### src/rtl/pipeline_pkg.sv
// Shared pipeline definitions for the fetch stage and its IF/ID register.
// Contents:
//   RESET_PC_DEFAULT         default PC loaded at reset
//   NOP_INSTR                bubble instruction word (sll $0,$0,0)
//   RS_MSB/RS_LSB/RT_MSB/RT_LSB  register-field slice positions
//   fetch_state_e            fetch FSM states {FS_BOOT, FS_RUN}
//   align_pc / sat_inc32     helper functions
package pipeline_pkg;

    localparam logic [31:0] RESET_PC_DEFAULT = 32'h0040_0000;
    localparam logic [31:0] NOP_INSTR        = 32'h0000_0000;

    localparam int RS_MSB = 25;
    localparam int RS_LSB = 21;
    localparam int RT_MSB = 20;
    localparam int RT_LSB = 16;

    typedef enum logic [0:0] {
        FS_BOOT = 1'b0,
        FS_RUN  = 1'b1
    } fetch_state_e;

    // Word-align a redirect target; the low two bits never reach the PC.
    function automatic logic [31:0] align_pc(input logic [31:0] addr);
        return addr & 32'hFFFF_FFFC;
    endfunction

    // Increment that sticks at all-ones instead of wrapping.
    function automatic logic [31:0] sat_inc32(input logic [31:0] val);
        if (val == 32'hFFFF_FFFF) begin
            return val;
        end else begin
            return val + 32'd1;
        end
    endfunction

endpackage

### src/rtl/if_id_reg.sv
// IF/ID pipeline register.
// Ports:
//   clk, rst_n          clock, asynchronous active-low reset
//   load                capture instr_in / pc_plus4_in as a valid entry
//   bubble              capture a bubble (wins over load)
//   instr_in            fetched instruction word
//   pc_plus4_in         PC+4 of the fetched word
//   instruction         latched instruction
//   pc_plus4            latched PC+4
//   valid               0 = bubble
//   rs, rt              register fields sliced from the latched instruction
// With neither load nor bubble the register holds all fields.
module if_id_reg
    import pipeline_pkg::*;
(
    input  logic        clk,
    input  logic        rst_n,
    input  logic        load,
    input  logic        bubble,
    input  logic [31:0] instr_in,
    input  logic [31:0] pc_plus4_in,
    output logic [31:0] instruction,
    output logic [31:0] pc_plus4,
    output logic        valid,
    output logic [4:0]  rs,
    output logic [4:0]  rt
);

    logic [31:0] instr_r;
    logic [31:0] pc_plus4_r;
    logic        valid_r;

    // IF/ID storage: bubble, load or hold.
    always_ff @(posedge clk or negedge rst_n) begin
        if (!rst_n) begin
            instr_r    <= NOP_INSTR;
            pc_plus4_r <= 32'h0000_0000;
            valid_r    <= 1'b0;
        end else if (bubble) begin
            instr_r    <= NOP_INSTR;
            pc_plus4_r <= 32'h0000_0000;
            valid_r    <= 1'b0;
        end else if (load) begin
            instr_r    <= instr_in;
            pc_plus4_r <= pc_plus4_in;
            valid_r    <= 1'b1;
        end else begin
            instr_r    <= instr_r;
            pc_plus4_r <= pc_plus4_r;
            valid_r    <= valid_r;
        end
    end

    assign instruction = instr_r;
    assign pc_plus4    = pc_plus4_r;
    assign valid       = valid_r;
    // Pure slices: a bubble holds NOP_INSTR, so both read as 0 then.
    assign rs          = instr_r[RS_MSB:RS_LSB];
    assign rt          = instr_r[RT_MSB:RT_LSB];

endmodule

### src/rtl/fetch_stage.sv
// Instruction fetch stage: owns the PC, drives the instruction-memory
// address and feeds the IF/ID register.
// Ports:
//   clk, reset          clock, asynchronous active-low reset
//   PCWrite, stall      hazard-unit hold controls
//   IF_Flush            squash the instruction entering IF/ID
//   Jump_Hazard/Target  jump redirect resolved in ID
//   Branch_Hazard/Target taken-branch redirect resolved in EX
//   imem_addr           instruction-memory address (= PC)
//   imem_rdata          instruction word, combinational read
//   IF_ID_*             latched instruction, PC+4, valid, Rs, Rt
// Optional build macro FETCH_PERF_EN adds perf_stall_cnt / perf_flush_cnt,
// saturating counters of hold cycles and redirect/flush cycles.
module fetch_stage
    import pipeline_pkg::*;
#(
    parameter logic [31:0] RESET_PC    = RESET_PC_DEFAULT,
    parameter int          BOOT_CYCLES = 2
) (
    input  logic        clk,
    input  logic        reset,
    input  logic        PCWrite,
    input  logic        stall,
    input  logic        IF_Flush,
    input  logic        Jump_Hazard,
    input  logic [31:0] Jump_Target,
    input  logic        Branch_Hazard,
    input  logic [31:0] Branch_Target,
    output logic [31:0] imem_addr,
    input  logic [31:0] imem_rdata,
    output logic [31:0] IF_ID_Instruction,
    output logic [31:0] IF_ID_PC_plus4,
    output logic        IF_ID_Valid,
    output logic [4:0]  IF_ID_Rs,
    output logic [4:0]  IF_ID_Rt
`ifdef FETCH_PERF_EN
    ,
    output logic [31:0] perf_stall_cnt,
    output logic [31:0] perf_flush_cnt
`endif
);

    localparam logic [3:0] BOOT_LAST = 4'(BOOT_CYCLES - 1);

    fetch_state_e state_r, state_s;
    logic [3:0]   boot_cnt_r, boot_cnt_s;
    logic [31:0]  pc_r, pc_s;
    logic [31:0]  pc_plus4_s;
    logic         ifid_load_s;
    logic         ifid_bubble_s;
    logic         prio_stall_s;
    logic         prio_flush_s;

    assign pc_plus4_s = pc_r + 32'd4;
    assign imem_addr  = pc_r;

    // Boot sequencing and RUN-mode priority decode.
    always_comb begin
        state_s       = state_r;
        boot_cnt_s    = boot_cnt_r;
        pc_s          = pc_r;
        ifid_load_s   = 1'b0;
        ifid_bubble_s = 1'b0;
        prio_stall_s  = 1'b0;
        prio_flush_s  = 1'b0;
        case (state_r)
            FS_BOOT: begin
                // IMEM warm-up: hazards ignored, PC parked, bubbles only.
                ifid_bubble_s = 1'b1;
                boot_cnt_s    = boot_cnt_r + 4'd1;
                if (boot_cnt_r == BOOT_LAST) begin
                    state_s = FS_RUN;
                end else begin
                    state_s = FS_BOOT;
                end
            end
            FS_RUN: begin
                if (Branch_Hazard) begin
                    // The branch is older than any load-use pair, so it beats a hold.
                    pc_s          = align_pc(Branch_Target);
                    ifid_bubble_s = 1'b1;
                    prio_flush_s  = 1'b1;
                end else if (!PCWrite || stall) begin
                    // Hold everything; a jr waiting on a load re-resolves afterwards.
                    pc_s         = pc_r;
                    prio_stall_s = 1'b1;
                end else if (Jump_Hazard || IF_Flush) begin
                    if (Jump_Hazard) begin
                        pc_s = align_pc(Jump_Target);
                    end else begin
                        pc_s = pc_plus4_s;
                    end
                    ifid_bubble_s = 1'b1;
                    prio_flush_s  = 1'b1;
                end else begin
                    pc_s        = pc_plus4_s;
                    ifid_load_s = 1'b1;
                end
            end
            default: begin
                state_s       = FS_BOOT;
                ifid_bubble_s = 1'b1;
            end
        endcase
    end

    // PC, FSM state and boot counter registers.
    always_ff @(posedge clk or negedge reset) begin
        if (!reset) begin
            pc_r       <= RESET_PC;
            state_r    <= FS_BOOT;
            boot_cnt_r <= 4'd0;
        end else begin
            pc_r       <= pc_s;
            state_r    <= state_s;
            boot_cnt_r <= boot_cnt_s;
        end
    end

    if_id_reg u_if_id_reg (
        .clk         (clk),
        .rst_n       (reset),
        .load        (ifid_load_s),
        .bubble      (ifid_bubble_s),
        .instr_in    (imem_rdata),
        .pc_plus4_in (pc_plus4_s),
        .instruction (IF_ID_Instruction),
        .pc_plus4    (IF_ID_PC_plus4),
        .valid       (IF_ID_Valid),
        .rs          (IF_ID_Rs),
        .rt          (IF_ID_Rt)
    );

`ifdef FETCH_PERF_EN
    logic [31:0] perf_stall_cnt_r;
    logic [31:0] perf_flush_cnt_r;

    // Saturating hold / redirect cycle counters.
    always_ff @(posedge clk or negedge reset) begin
        if (!reset) begin
            perf_stall_cnt_r <= 32'h0000_0000;
            perf_flush_cnt_r <= 32'h0000_0000;
        end else begin
            if (prio_stall_s) begin
                perf_stall_cnt_r <= sat_inc32(perf_stall_cnt_r);
            end else begin
                perf_stall_cnt_r <= perf_stall_cnt_r;
            end
            if (prio_flush_s) begin
                perf_flush_cnt_r <= sat_inc32(perf_flush_cnt_r);
            end else begin
                perf_flush_cnt_r <= perf_flush_cnt_r;
            end
        end
    end

    assign perf_stall_cnt = perf_stall_cnt_r;
    assign perf_flush_cnt = perf_flush_cnt_r;
`endif

endmodule

### config.mk
export PLATFORM = sky130hd
export DESIGN_NAME = fetch_stage
export DESIGN_NICKNAME = d
export VERILOG_FILES = /design/src/rtl/pipeline_pkg.sv /design/src/rtl/if_id_reg.sv /design/src/rtl/fetch_stage.sv
export SDC_FILE = /design/constraint.sdc
export NUM_CORES = 1
export LEC_CHECK = 0
export CAP_MARGIN = 20
export CORE_AREA = 2 2 122 124
export CTS_BUF_LIST = sky130_fd_sc_hd__clkbuf_2 sky130_fd_sc_hd__clkbuf_4 sky130_fd_sc_hd__clkbuf_8
export DETAILED_ROUTE_END_ITERATION = 8
export DIE_AREA = 0 0 124 126
export GPL_TIMING_DRIVEN = 0
export PLACE_DENSITY = 0.67
export SYNTH_ARGS = -nofsm -noshare
export SYNTH_HDL_FRONTEND = slang
export SYNTH_SLANG_ARGS = --single-unit
### constraint.sdc
create_clock -name clk -period 2.54 [get_ports clk]
set_clock_uncertainty 0.2 [all_clocks]
set_input_delay 0.762 -clock clk [delete_from_list [all_inputs] [get_ports clk]]
set_output_delay 0.762 -clock clk [all_outputs]
set_load 0.005 [all_outputs]
=== After elaboration in Yosys (flattened, before gate mapping) ===
Cells that the tools add are included.
W data, S select, Z words.

* Bits of input ports: 103
* Flip-flop bits (word level): 102
* Logic and storage cells: 36
* Output and inout port bits: 107

* Add/sub/neg operators: 2
* Equality and inequality tests: 2
* Bitwise gates (word level): 1
* Reductions and logical operators: 5
* Muxes and demuxes: 20

{| class="wikitable"
|+ Operators by type and width
! cell !! count
|-
| $mux W32 || 8
|-
| $add A32 B3 Y32 const B || 1
|-
| $mux W1 || 11
|-
| $add A4 B1 Y4 const B || 1
|-
| $eq A4 B1 Y1 const B || 1
|-
| $logic_or A1 B1 Y1 || 2
|-
| $ne A2 B2 Y1 const B || 1
|-
| $pmux W1 S2 || 1
|-
| $reduce_and A2 Y1 || 1
|-
| $reduce_bool A2 Y1 || 1
|-
| $logic_not A1 Y1 || 1
|-
| $not A1 Y1 || 1
|}

=== Longest topological paths before layout ===
Gate-level depths: netlist of run 1.

* Depth after elaboration: 7
* Depth in mapped cells: 7

=== Modules after synthesis ===
Synthesis of run 1 repeated with hierarchy kept, for this count alone.

* Cell total of the unflattened synthesis: 547
* Area, all modules: 5412.7 sq um

{| class="wikitable"
|+ Modules (own cells, without submodules)
! module !! instances !! sequential area each (sq um) !! cells an instance !! area an instance (sq um)
|-
| if_id_reg || 1 || 1626.6 || 219 || 2712.6
|-
| fetch_stage || 1 || 877.1 || 328 || 2700.1
|}

=== Worst setup path before layout of run 1 ===
OpenSTA, ideal clock, no wires.

* Kind: input-to-reg
* Start point: input port Jump_Hazard
* End point: register u_if_id_reg.instr_r[10], in the netlist u_if_id_reg.instruction[10]
* Setup slack: 0.217 ns
* Stages on the path: 6
* Buffers on the path: 3
* Arrival time: 2.056 ns
* Path through: clkbuf_1 nor2_1 and4b_1 clkbuf_1 clkbuf_1 a22o_1

* Cells in the longest elaborated chain, start to end: 6

{| class="wikitable"
|+ RTL lines
! item !! line !! source
|-
| start, declared || fetch_stage.sv:25 || <nowiki>input logic Jump_Hazard,</nowiki>
|-
| $logic_or A1 B1 Y1 * || fetch_stage.sv:87 || <nowiki>end else if (Jump_Hazard || IF_Flush) begin</nowiki>
|-
| $mux W1 || fetch_stage.sv:87 ||
|-
| $mux W1 || fetch_stage.sv:83 || <nowiki>end else if (!PCWrite || stall) begin</nowiki>
|-
| $mux W1 || fetch_stage.sv:78 || <nowiki>if (Branch_Hazard) begin</nowiki>
|-
| $pmux W1 S2 / $mux W1 (equally long branches) || fetch_stage.sv:66 || <nowiki>case (state_r)</nowiki>
|-
| $mux W32 / $reduce_bool A2 Y1 (equally long branches) || - ||
|-
| end signal, assigned || if_id_reg.sv:44 || <nowiki>instr_r <= instr_in;</nowiki>
|-
| end signal, assigned || if_id_reg.sv:48 || <nowiki>instr_r <= instr_r;</nowiki>
|-
| end, declared || if_id_reg.sv:29 || <nowiki>logic [31:0] instr_r;</nowiki>
|}

Every way passes the cells marked *; elsewhere a longest branch is shown, timed or not.
A chain may end at the register's enable or synchronous reset.

=== Worst setup path after layout of run 1 ===
* Start point: register pc_r[22], in the netlist imem_addr[22]
* End point: output port imem_addr[22]

{| class="wikitable"
|+ RTL lines
! item !! line !! source
|-
| start, declared || fetch_stage.sv:47 || <nowiki>logic [31:0] pc_r, pc_s;</nowiki>
|-
| start signal, assigned || fetch_stage.sv:114 || <nowiki>pc_r <= pc_s;</nowiki>
|-
| end, declared || fetch_stage.sv:29 || <nowiki>output logic [31:0] imem_addr,</nowiki>
|}

No word-level cell between the ends.

==> impl_metrics.csv, run 1 <==
group,metric,value,unit
status,status,"finished, final reports clean",
yosys,avgSynthCellArea,9.83,um2
clocking,htreeDepth,3,
finish,fin_nets,827,
route,dr_total_vias,4893,
power,power,3520,uW
floorplan,num_rows,44,
yosys,synth-edff-count,0,
critical_path,crit_chain,"clkdlybuf4s50_1",
route,drtAntennaViolNets,0,
critical_path,arrival,1.51,ns
sta,max_slew_margin,0.518,
floorplan,dieHeight,126,um
yosys,synth-async-reset-ratio,1.00,
yosys,postSynthCellCount,503,
global_routing,gr-max-usage-layer,"met2",
critical_path,critPathTopFamily,"flip-flops",
clocking,cts_buffers,9,
power,peakVddDrop,217,uV
route,drc_errors,0,
finish,antenna_cells,0,
hold_path,hold_path.class,"in -> async",
yosys,ys_types,54,
placement,port_buffers,200,
critical_path,slowest_delay,0.58,ns
global_routing,overflow,0,
sta,finalSetupViolCount,0,
route,first_pass_iters,5,
finish,final_layout_size_suffix_gt1_frac,0.106,
sta,finalSetupTns,0,ns
floorplan,fp.dieArea,0.0156,mm2
sta,tightest_slew,0.713,ns
route,drt_iter0_drc,341,
placement,placed_area,0.00721,mm2
clocking,cts_tree,"done",
yosys,synth_warnings,0,
yosys,post-synth-top-area-cell,"dfrtp_1",
sta,final-hold-violation-count,0,
clocking,cts.clk_slew.worst_paths,0.10,ns
sta,fin_crit,2.47,ns
critical_path,endpoint_kind,"primary output",
global_routing,grt_pass1_wl,27300,um
finish,stdcell_area,0.00746,mm2
yosys,ys_seq_area_frac,0.496,
critical_path,critPathBufInv,1,
finish,stdcell_count,910,
sta,drv_slew,0,
yosys,synthesis.area,0.00494,mm2
yosys,netlist_top_cells_area,"dfrtp_1 49%, a22o_1 6.4%, o21ai_0 4.8%",
floorplan,die_x,124,um
placement,place_congestion,0.852,
global_routing,grt_util_met3,0.0503,
critical_path,worstPathRequired,1.58,ns
global_routing,grt_pass1_vias,4917,
critical_path,startpoint_type,"register",
yosys,ys_seq_elements,98,
power,leakage,0.00307,uW
placement,placedCellCount,891,
clocking,hold_buffers,0,
placement,place_hpwl,13300,um
sta,rsz0062_at_grt,"true",
yosys,synthFlopType,"dfrtp_1",
floorplan,start_util,0.345,
clocking,cts_sinks,98,
floorplan,num_io_pins,210,
route,viasPerCell,5.38,
placement,pre_cts_slack,-0.856,ns
floorplan,core_area,0.0143,mm2
global_routing,antenna_found_initial,0,
global_routing,grt_use_met2,0.357,
route,routed_wl,17500,um
critical_path,critPathKind,"reg -> out",
global_routing,track_usage,0.227,
yosys,synth_top_area_share,0.491,
clocking,ctsRootBufferMaster,"clkbuf_8",
global_routing,grtUsageMet1,0.302,
critical_path,slowest_stage,"dfstp_2",
sta,setup_ws,0.0659,ns
power,p_per_area,471,mW/mm2
clocking,insertion_delay,0.39,ns
critical_path,crit_fanout,5,
sta,fmax,404,MHz
clocking,clock_path_buffers,2,
sta,post-route-period-util,0.974,
job,max_cap_violations,0,
global_routing,grt_max_degree,67,
finish,layout-area-overhead-vs-synth,51.0,%
route,wire_per_inst,19.3,um
[synth_stat cells (7+ instances only)]
| cell type | instances |
|---|---|
| a21oi_1 | 17 |
| buf_4 | 15 |
| o21a_1 | 7 |
| nand3_1 | 13 |
| nand2_1 | 56 |
| dfrtp_1 | 97 |
| nand4_1 | 11 |
| o21ai_0 | 47 |
| a22o_1 | 36 |
| and3_1 | 7 |
| clkbuf_1 | 30 |
| nor3_1 | 11 |
| xnor2_1 | 24 |
| o2bb2ai_1 | 9 |
| inv_1 | 11 |
| nor2_1 | 24 |
[area by class of cell]
type / instances / area, um2
fillers: 1332 / 6850
flip-flops and latches: 98 / 2460
multi-input cells: 344 / 2210
repair buffers: 205 / 2060
plain buffers: 51 / 280
well taps: 184 / 230
clock buffers: 9 / 124
clock inverters: 7 / 55.1
inverters: 12 / 48.8
[registers in the layout, summed over array words and instances, names as in the netlist]
register,flops
imem_addr,30
state_r,1
u_if_id_reg.valid,1
u_if_id_reg.pc_plus4,30
u_if_id_reg.instruction,32
boot_cnt_r,4
[through the flow]
step / utilization / hold WS (ns)
after floorplan: - / 0.247
after global placement: 0.502 / 0.259
after detailed placement: 0.504 / 0.265
after CTS: 0.517 / 0.115
after global routing: 0.522 / 0.139
final: 0.522 / 0.111
[what timing repair did]
| action | 4_1_cts | 5_1_grt |
|---|---|---|
| setup endpoints to repair | 85 | 75 |
| endpoints found under the hold margin | 0 | 0 |
| resized for setup | 13 | 26 |
| buffers inserted | 0 | 4 |
[cell families (layout without fill, tap and decap cells)]
kind of cell / after synthesis / after routing / synth area share
adders and majority gates: 3 / 3 / 0.00759
muxes: 1 / 1 / 0.00202
buffers and inverters: 64 / 284 / 0.0612
AOI/OAI and AO/OA: 160 / 160 / 0.226
xor gates and xnor gates: 30 / 30 / 0.0531
other: 1 / 4 / 0.000758
and+or+nand+nor: 146 / 146 / 0.153
DFF: 98 / 98 / 0.496
[where the power goes]
group          switching (uW)  leakage [uW]  internal, uW
clock                     600     0.0000858           363
combinational             352       0.00169           441
sequential                120       0.00129          1640
[layout by cell type (no fill, tap or decap), types with 5 or more instances in the layout]
| cell type | count |
|---|---|
| clkdlybuf4s50_1 | 199 |
| dfrtp_1 | 94 |
| nand2_1 | 56 |
| o21ai_0 | 47 |
| a22o_1 | 36 |
| xnor2_1 | 24 |
| nor2_1 | 22 |
| buf_4 | 20 |
| a21oi_1 | 17 |
| clkbuf_2 | 16 |
| nand3_1 | 13 |
| clkbuf_1 | 11 |
| nand4_1 | 11 |
| nor3_1 | 11 |
| inv_1 | 11 |
| o2bb2ai_1 | 9 |
| clkbuf_8 | 9 |
| buf_2 | 7 |
| and3_1 | 7 |
| o21a_1 | 7 |
| xor2_1 | 6 |
| a222oi_1 | 6 |
| o22ai_1 | 6 |
| a211oi_1 | 5 |
| o221ai_1 | 5 |
[layer usage]
| metal | up-vias | routed length, um |
|---|---|---|
| met5 | - | 0 |
| met2 | 195 | 8170 |
| met3 | 33 | 1350 |
| li1 | 2261 | - |
| met1 | 2404 | 7510 |
| met4 | 0 | 491 |
[path summary, 6_finish.rpt]
path / start / end / slack [ns] / cells past startpoint
min reg2reg: u_if_id_reg.valid$_DFFE_PN0P_ / u_if_id_reg.valid$_DFFE_PN0P_ / 0.28 / 2
max reg2reg: imem_addr[2]$_DFFE_PN0P_ / imem_addr[30]$_DFFE_PN0P_ / 0.15 / 5
max in group asynchronous: reset / imem_addr[6]$_DFFE_PN0P_ / 1.30 / 2
min in group clk: u_if_id_reg.valid$_DFFE_PN0P_ / u_if_id_reg.valid$_DFFE_PN0P_ / 0.28 / 2
min: reset / u_if_id_reg.instruction[22]$_DFFE_PN0P_ / 0.11 / 1
max: imem_addr[22]$_DFFE_PN1P_ / imem_addr[22] / 0.07 / 1
No activity file was read; power rests on OpenSTA's default activity.
==> inputs of run 2 (changes only) <==
--- a/config.mk
+++ b/config.mk
@@ -10,7 +10,6 @@
 export CTS_BUF_LIST = sky130_fd_sc_hd__clkbuf_2 sky130_fd_sc_hd__clkbuf_4 sky130_fd_sc_hd__clkbuf_8
 export DETAILED_ROUTE_END_ITERATION = 8
 export DIE_AREA = 0 0 124 126
-export GPL_TIMING_DRIVEN = 0
 export PLACE_DENSITY = 0.67
 export SYNTH_ARGS = -nofsm -noshare
 export SYNTH_HDL_FRONTEND = slang
==> impl_metrics.csv, run 2 (synthesis gave the netlist of run 1 again) <==
group,metric,value,unit
sta,rsz0062_at_grt,"false",
route,drc_errors,0,
finish,largest_reg_flops,32,
sta,fmax,407,MHz
power,p_switching,1080,uW
route,routed_wl,16600,um
route,viasPerCell,5.34,
placement,pre_cts_slack,-0.125,ns
critical_path,crit_fanout,8,
sta,finalSetupViolCount,0,
power,p_per_area,474,mW/mm2
sta,drv_slew,0,
placement,place_congestion,0.873,
critical_path,slowest_stage,"clkdlybuf4s50_1",
power,combPwrFrac,0.221,
global_routing,grt_pass1_vias,4861,
global_routing,antenna_found_initial,0,
clocking,insertion_delay,0.39,ns
clocking,clock_path_buffers,2,
finish,nFillCells,1298,
placement,placedCellCount,874,
global_routing,overflow,0,
floorplan,start_util,0.345,
floorplan,num_io_pins,210,
route,drtAntennaViolNets,0,
global_routing,grt_max_degree,38,
clocking,cts.clk_slew.worst_paths,0.10,ns
sta,setup_ws,0.0850,ns
clocking,cts_sinks,98,
critical_path,crit_chain,"clkdlybuf4s50_1",
critical_path,worstPathRequired,1.58,ns
route,first_pass_iters,4,
finish,final_layout_size_suffix_gt1_frac,0.0919,
clocking,ctsRootBufferMaster,"clkbuf_8",
route,drt_iter0_drc,261,
finish,stdcell_count,891,
floorplan,num_rows,44,
finish,layout-area-overhead-vs-synth,51.0,%
sta,finalSetupTns,0,ns
placement,place_hpwl,12500,um
job,max_cap_violations,0,
power,p_int,2460,uW
finish,fin_nets,808,
sta,whs,0.113,ns
finish,antenna_cells,0,
critical_path,critPathBufInv,1,
floorplan,die_x,124,um
power,power_frac_seq,0.499,
route,wire_per_inst,18.7,um
sta,tightest_slew,0.545,ns
finish,final_cell_mix,"200 x clkdlybuf4s50_1, 95 x dfrtp_1, 56 x nand2_1",
floorplan,fp.dieArea,0.0156,mm2
power,swShare,0.305,
global_routing,track_usage,0.218,
global_routing,grt_pass1_wl,26000,um
critical_path,critPathKind,"reg -> out",
sta,final-hold-violation-count,0,
floorplan,dieHeight,126,um
route,dr_total_vias,4762,
power,pwr-share-clk,0.280,
critical_path,endpoint_kind,"primary output",
critical_path,arrival,1.49,ns
power,leakage,0.00304,uW
finish,fin_util,0.522,
status,status,"finished, final reports clean",
floorplan,core_area,0.0143,mm2
critical_path,slowest_delay,0.57,ns
clocking,htreeDepth,3,
sta,max_slew_margin,0.633,
clocking,hold_buffers,0,
power,peakVddDrop,215,uV
hold_path,hold_path.class,"in -> async",
sta,fin_crit,2.46,ns
critical_path,critPathTopFamily,"buffers and inverters",
sta,post-route-period-util,0.967,
clocking,cts_buffers,9,
finish,final_common_cell,"clkdlybuf4s50_1",
placement,port_buffers,201,
critical_path,startpoint_type,"register",
clocking,cts_tree,"done",
run 2: layout make-up:
type / instances / area, um2 / area share
clock inverters: 7 / 61.3 / 0.00821
multi-input cells: 344 / 2210 / 0.296
repair buffers: 237 / 2340 / 0.314
well taps: 184 / 230 / 0.0308
flip-flops and latches: 98 / 2460 / 0.329
clock buffers: 9 / 124 / 0.0166
inverters: 12 / 45.0 / 0.00603
run 2: final timing paths:
path	cells after the start	end	startpoint	slack [ns]
min in group clk	1	boot_cnt_r[3]$_DFFE_PN0N_	boot_cnt_r[3]$_DFFE_PN0N_	0.28
worst max register to register	6	imem_addr[24]$_DFFE_PN0P_	imem_addr[2]$_DFFE_PN0P_	0.25
worst max-delay path	1	imem_addr[10]	imem_addr[10]$_DFFE_PN0P_	0.08
worst min-delay path	1	imem_addr[30]$_DFFE_PN0P_	reset	0.11
worst min register to register	1	boot_cnt_r[3]$_DFFE_PN0N_	boot_cnt_r[3]$_DFFE_PN0N_	0.28
max in group asynchronous	2	imem_addr[6]$_DFFE_PN0P_	reset	1.46
run 2: power by group through the flow:
stage                     combinational (uW)  sequential, uW  clock [uW]
after floorplan                          302            1770           0
final                                    781            1770         992
after detailed placement                 777            1800           0
after global placement                   765            1790           0
after global routing                     850            1790        1090
after CTS                                788            1760        1030
run 2: stage by stage:
step | area, um2 | power (uW)
2_1_floorplan | 4960 | 2070
3_5_place_dp | 7270 | 2570
4_1_cts | 7470 | 3580
6_report | 7470 | 3540
3_3_place_gp | 7270 | 2560
5_1_grt | 7470 | 3730
run 2: routing by layer:
layer / global-route usage / share of wire / wire length [um]
met5: 0 / 0 / 0
met2: 0.345 / 0.47 / 7850
met1: 0.286 / 0.42 / 7040
met3: 0.0512 / 0.077 / 1280
met4: 0.0899 / 0.028 / 467
run 2: repair_timing:
item / CTS / global route
setup endpoints to repair: 2 / 1
buffers inserted: 1 / 0
resized for setup: 1 / 1
hold endpoints to repair: 0 / 0
